$ cat src/rtl/if_id_skid_reg.sv
// IF/ID pipeline register with a one-entry skid buffer, full throughput and registered handshakes.
// Optional bubble-cycle counter enabled by defining IF_ID_BUBBLE_CNT_EN.
module if_id_skid_reg #(
    parameter int unsigned ADDR_W = 32,
    parameter int unsigned INST_W = 32
) (
    input  logic              clk,
    input  logic              rst,
    input  logic              flush,
    input  logic              if_valid,
    input  logic [ADDR_W-1:0] if_pc,
    input  logic [INST_W-1:0] if_inst,
    output logic              if_ready,
    output logic              id_valid,
    output logic [ADDR_W-1:0] id_pc,
    output logic [INST_W-1:0] id_inst,
    input  logic              id_ready
`ifdef IF_ID_BUBBLE_CNT_EN
    ,
    output logic [31:0]       bubble_cnt
`endif
);

    typedef enum logic [1:0] {StEmpty, StOne, StTwo} state_e;

    state_e            state_q;
    logic [ADDR_W-1:0] skid_pc_q;
    logic [INST_W-1:0] skid_inst_q;

    // id_* are the main register; if_ready/id_valid are kept as flops alongside the state.
    always_ff @(posedge clk or negedge rst) begin
        if (!rst) begin
            state_q     <= StEmpty;
            if_ready    <= 1'b1;
            id_valid    <= 1'b0;
            id_pc       <= '0;
            id_inst     <= '0;
            skid_pc_q   <= '0;
            skid_inst_q <= '0;
        end else if (flush) begin
            state_q     <= StEmpty;
            if_ready    <= 1'b1;
            id_valid    <= 1'b0;
            id_pc       <= '0;
            id_inst     <= '0;
            skid_pc_q   <= '0;
            skid_inst_q <= '0;
        end else begin
            unique case (state_q)
                StEmpty: begin
                    if (if_valid) begin
                        state_q  <= StOne;
                        id_valid <= 1'b1;
                        id_pc    <= if_pc;
                        id_inst  <= if_inst;
                    end
                end
                StOne: begin
                    if (if_valid && id_ready) begin
                        id_pc   <= if_pc;
                        id_inst <= if_inst;
                    end else if (if_valid) begin
                        state_q     <= StTwo;
                        if_ready    <= 1'b0;
                        skid_pc_q   <= if_pc;
                        skid_inst_q <= if_inst;
                    end else if (id_ready) begin
                        // Drained: present a NOP on id_*.
                        state_q  <= StEmpty;
                        id_valid <= 1'b0;
                        id_pc    <= '0;
                        id_inst  <= '0;
                    end
                end
                StTwo: begin
                    if (id_ready) begin
                        state_q  <= StOne;
                        if_ready <= 1'b1;
                        id_pc    <= skid_pc_q;
                        id_inst  <= skid_inst_q;
                    end
                end
                default: begin
                    state_q  <= StEmpty;
                    if_ready <= 1'b1;
                    id_valid <= 1'b0;
                    id_pc    <= '0;
                    id_inst  <= '0;
                end
            endcase
        end
    end

`ifdef IF_ID_BUBBLE_CNT_EN
    // Counts edges where no live entry was presented; flush does not clear it.
    always_ff @(posedge clk or negedge rst) begin
        if (!rst) begin
            bubble_cnt <= '0;
        end else if (!id_valid && (bubble_cnt != 32'hFFFF_FFFF)) begin
            bubble_cnt <= bubble_cnt + 32'd1;
        end
    end
`endif

endmodule
$ cat config.mk
export PLATFORM = sky130hd
export DESIGN_NAME = if_id_skid_reg
export DESIGN_NICKNAME = d
export VERILOG_FILES = /design/src/rtl/if_id_skid_reg.sv
export SDC_FILE = /design/constraint.sdc
export NUM_CORES = 1
export LEC_CHECK = 0
export ABC_AREA = 1
export BUFFER_PORTS_ARGS = -buffer_cell sky130_fd_sc_hd__buf_2
export CORE_ASPECT_RATIO = 1.25
export CORE_UTILIZATION = 45
export DETAILED_ROUTE_END_ITERATION = 16
export PLACE_DENSITY = 0.67
export SLEW_MARGIN = 40
export SYNTH_ARGS = -nofsm -noshare
export SYNTH_HDL_FRONTEND = slang
export SYNTH_SLANG_ARGS = --single-unit
$ cat constraint.sdc
create_clock -name clk -period 1.92 [get_ports clk]
set_input_delay 0.288 -clock clk [delete_from_list [all_inputs] [get_ports clk]]
set_output_delay 0.288 -clock clk [all_outputs]
set_load 0.03 [all_outputs]
==> flow_summary.json <==
{
  "syn_area_per_cell_um2": 7.635,
  "routed_wl_um": 16210,
  "setup_tns_ns": 0,
  "dr_total_vias": 5717,
  "yosys.area.top_type": "dfrtp_1",
  "finalSetupViolCount": 0,
  "die_y_um": 133.2,
  "dieArea_um2": 14250,
  "layout.nets": 994,
  "slew_headroom_pct": 63.81,
  "htreeDepth": 4,
  "cts_tree": "built",
  "dr.first_iter.drc_count": 381,
  "met1_usage_pct": 32.13,
  "io_buffer_count": 134,
  "grt_pass1_vias": 5426,
  "fmax_mhz": 587.5,
  "grt_util_all_layers_pct": 24.32,
  "first_pass_iters": 5,
  "core_area_um2": 13350,
  "end_kind": "register",
  "required_ns": 2.27,
  "drv_cap": 0,
  "ys_seq_elements": 132,
  "antenna_cells": 0,
  "viasPerCell": 5.155,
  "layout-drive-gt1-share_pct": 20.90,
  "fin_ws_ns": 0.2180,
  "worstMarginPinSlew_ns": 0.5429,
  "gp_congestion": 0.7971,
  "grt_max_degree": 133,
  "hold_viol": 0,
  "total_power_w": 0.008032,
  "die_w_um": 107.0,
  "dp_hpwl_um": 9919,
  "clock_skew_ns": 0.008026,
  "rsz0062_at_grt": "false",
  "clkSinkCount": 132,
  "area_growth_pct": 23.71,
  "placed_cell_area_um2": 7049,
  "min_path_type": "in2reg",
  "dp_slack_ns": 0.2391,
  "drc": 0,
  "postCtsResizedCells": 0,
  "ir_worst_vdd_mv": 0.6173,
  "yosysTopAreaCellShare_pct": 52.88,
  "netlist_top_cells_area": "dfrtp_1 (53%), nand2_1 (20%), nand3_1 (13%)",
  "period_minus_slack_ns": 1.702,
  "start_kind": "register",
  "ys_types": 20,
  "fp-row-count": 47,
  "grt-ovfl-total": 0,
  "ioPinCount": 135,
  "start_util_pct": 46.44,
  "syn_area_um2": 6200,
  "path_clk_slew_ns": 0.06,
  "clock_latency_ns": 0.42,
  "period_share_pct": 88.65,
  "grt_pass1_wl_um": 27310,
  "yosys_warnings": 0,
  "route.antenna.remaining_nets": 0,
  "worst-path-max-fanout": 29,
  "syn-instance-count": 812,
  "power.density_nw_per_um2": 1047,
  "synth_nets": 881,
  "status": "completed",
  "clk_root_buffer_cell": "clkbuf_16",
  "postCtsSetupBuffers": 0,
  "critPathKind": "reg2reg",
  "yosysSeqAreaShare_pct": 53.30,
  "ctsHoldBuffers": 1,
  "wire_per_inst_um": 14.62,
  "power.leakage_nw": 4.425,
  "met3_usage_pct": 4.452,
  "arrival_ns": 2.05,
  "grt-busiest-layer": "met2",
  "numCtsBuffers": 17,
  "final_area_um2": 7670,
  "slew_violations": 0,
  "use_met2_pct": 39.71,
  "antenna_found_initial": 1,
  "cts_buffer_depth": 2
}
cells by family after synthesis:
| group | share of synthesized area, % |
|---|---|
| buf+inv | 5.146 |
| compound gates | 2.765 |
| simple gates | 38.79 |
| flops | 53.30 |
cell usage in the layout (no fill, tap or decap), drive strengths merged:
cell type    instances
o21ai               33
dfstp                1
nor2                77
clkinv               5
clkinvlp             3
bufinv               3
nand4                2
nand3              162
nor3                 1
inv                  9
dlygate4sd3          1
buf                152
nand2              337
clkbuf              20
o22ai                1
dfrtp              131
cells in the mapped netlist:
library cell and instances:
buf_1 6, buf_2 27, buf_4 9, clkbuf_1 17, dfrtp_1 131, dfstp_2 1
inv_1 4, inv_2 4, nand2_1 336, nand2_2 1, nand3_1 161, nand3_2 1
nand4_1 2, nor2_1 73, nor2_2 3, nor2_4 1, nor3_1 1, o21ai_0 32
o21ai_1 1, o22ai_1 1
layer usage:
metal / wire (um) / part of all wire (%)
met5: 14 / 0.086
met1: 7230 / 45
met4: 248 / 1.5
met3: 720 / 4.4
met2: 7995 / 49
where the power goes:
group | internal, W | switching, W | total, W
clock network | 0.00211 | 0.00124 | 0.00335
logic | 0.000456 | 0.00106 | 0.00152
registers | 0.00303 | 0.000135 | 0.00317
total | 0.00560 | 0.00243 | 0.00803
per-stage QoR:
stage	util, %	instances	hold WS, ns
after floorplan	-	812	-0.007591
after global placement	52.81	1076	0.2593
after detailed placement	52.81	1076	0.2574
after CTS	57.46	1109	0.07620
after global routing	57.46	1109	0.08444
final	57.46	1109	0.08570
sequential cells by signal (all words and copies together) (netlist names):
register and cells:
id_valid 1, skid_inst_q 32, if_ready 1, skid_pc_q 32, id_inst 32, id_pc 32
state_q 2
critical path, cell delays in order, from the launching register on:
cell and delay [ns]:
dfrtp_1 0.47, nand2_1 0.18, nor2_2 0.26, inv_2 0.05, nand3_2 0.30, buf_12 0.23
nand2_1 0.06, nand2_1 0.07
worst paths after layout:
| path | startpoint | to | slack (ns) | depth (start not counted) |
|---|---|---|---|---|
| max | state_q[0] | id_inst[1] | 0.22 | 7 |
| min | if_inst[8] | skid_inst_q[8] | 0.09 | 3 |
| max reg2reg | state_q[0] | id_inst[1] | 0.22 | 7 |
| min reg2reg | if_ready | if_ready | 0.46 | 2 |
| max in group asynchronous | rst | id_pc[28] | 0.86 | 3 |
| min in group asynchronous | rst | id_pc[4] | 0.38 | 2 |
area by class of cell:
cell class / count / area, um^2
clock buffer: 20 / 456.7
clock inverter: 12 / 153.9
fill: 1261 / 5679
inverter: 8 / 32.53
multi-input combinational: 613 / 2586
sequential: 132 / 3304
tap: 171 / 214.0
timing repair buffer: 153 / 922.1
Note: power is estimated with default switching activity, not from simulation.
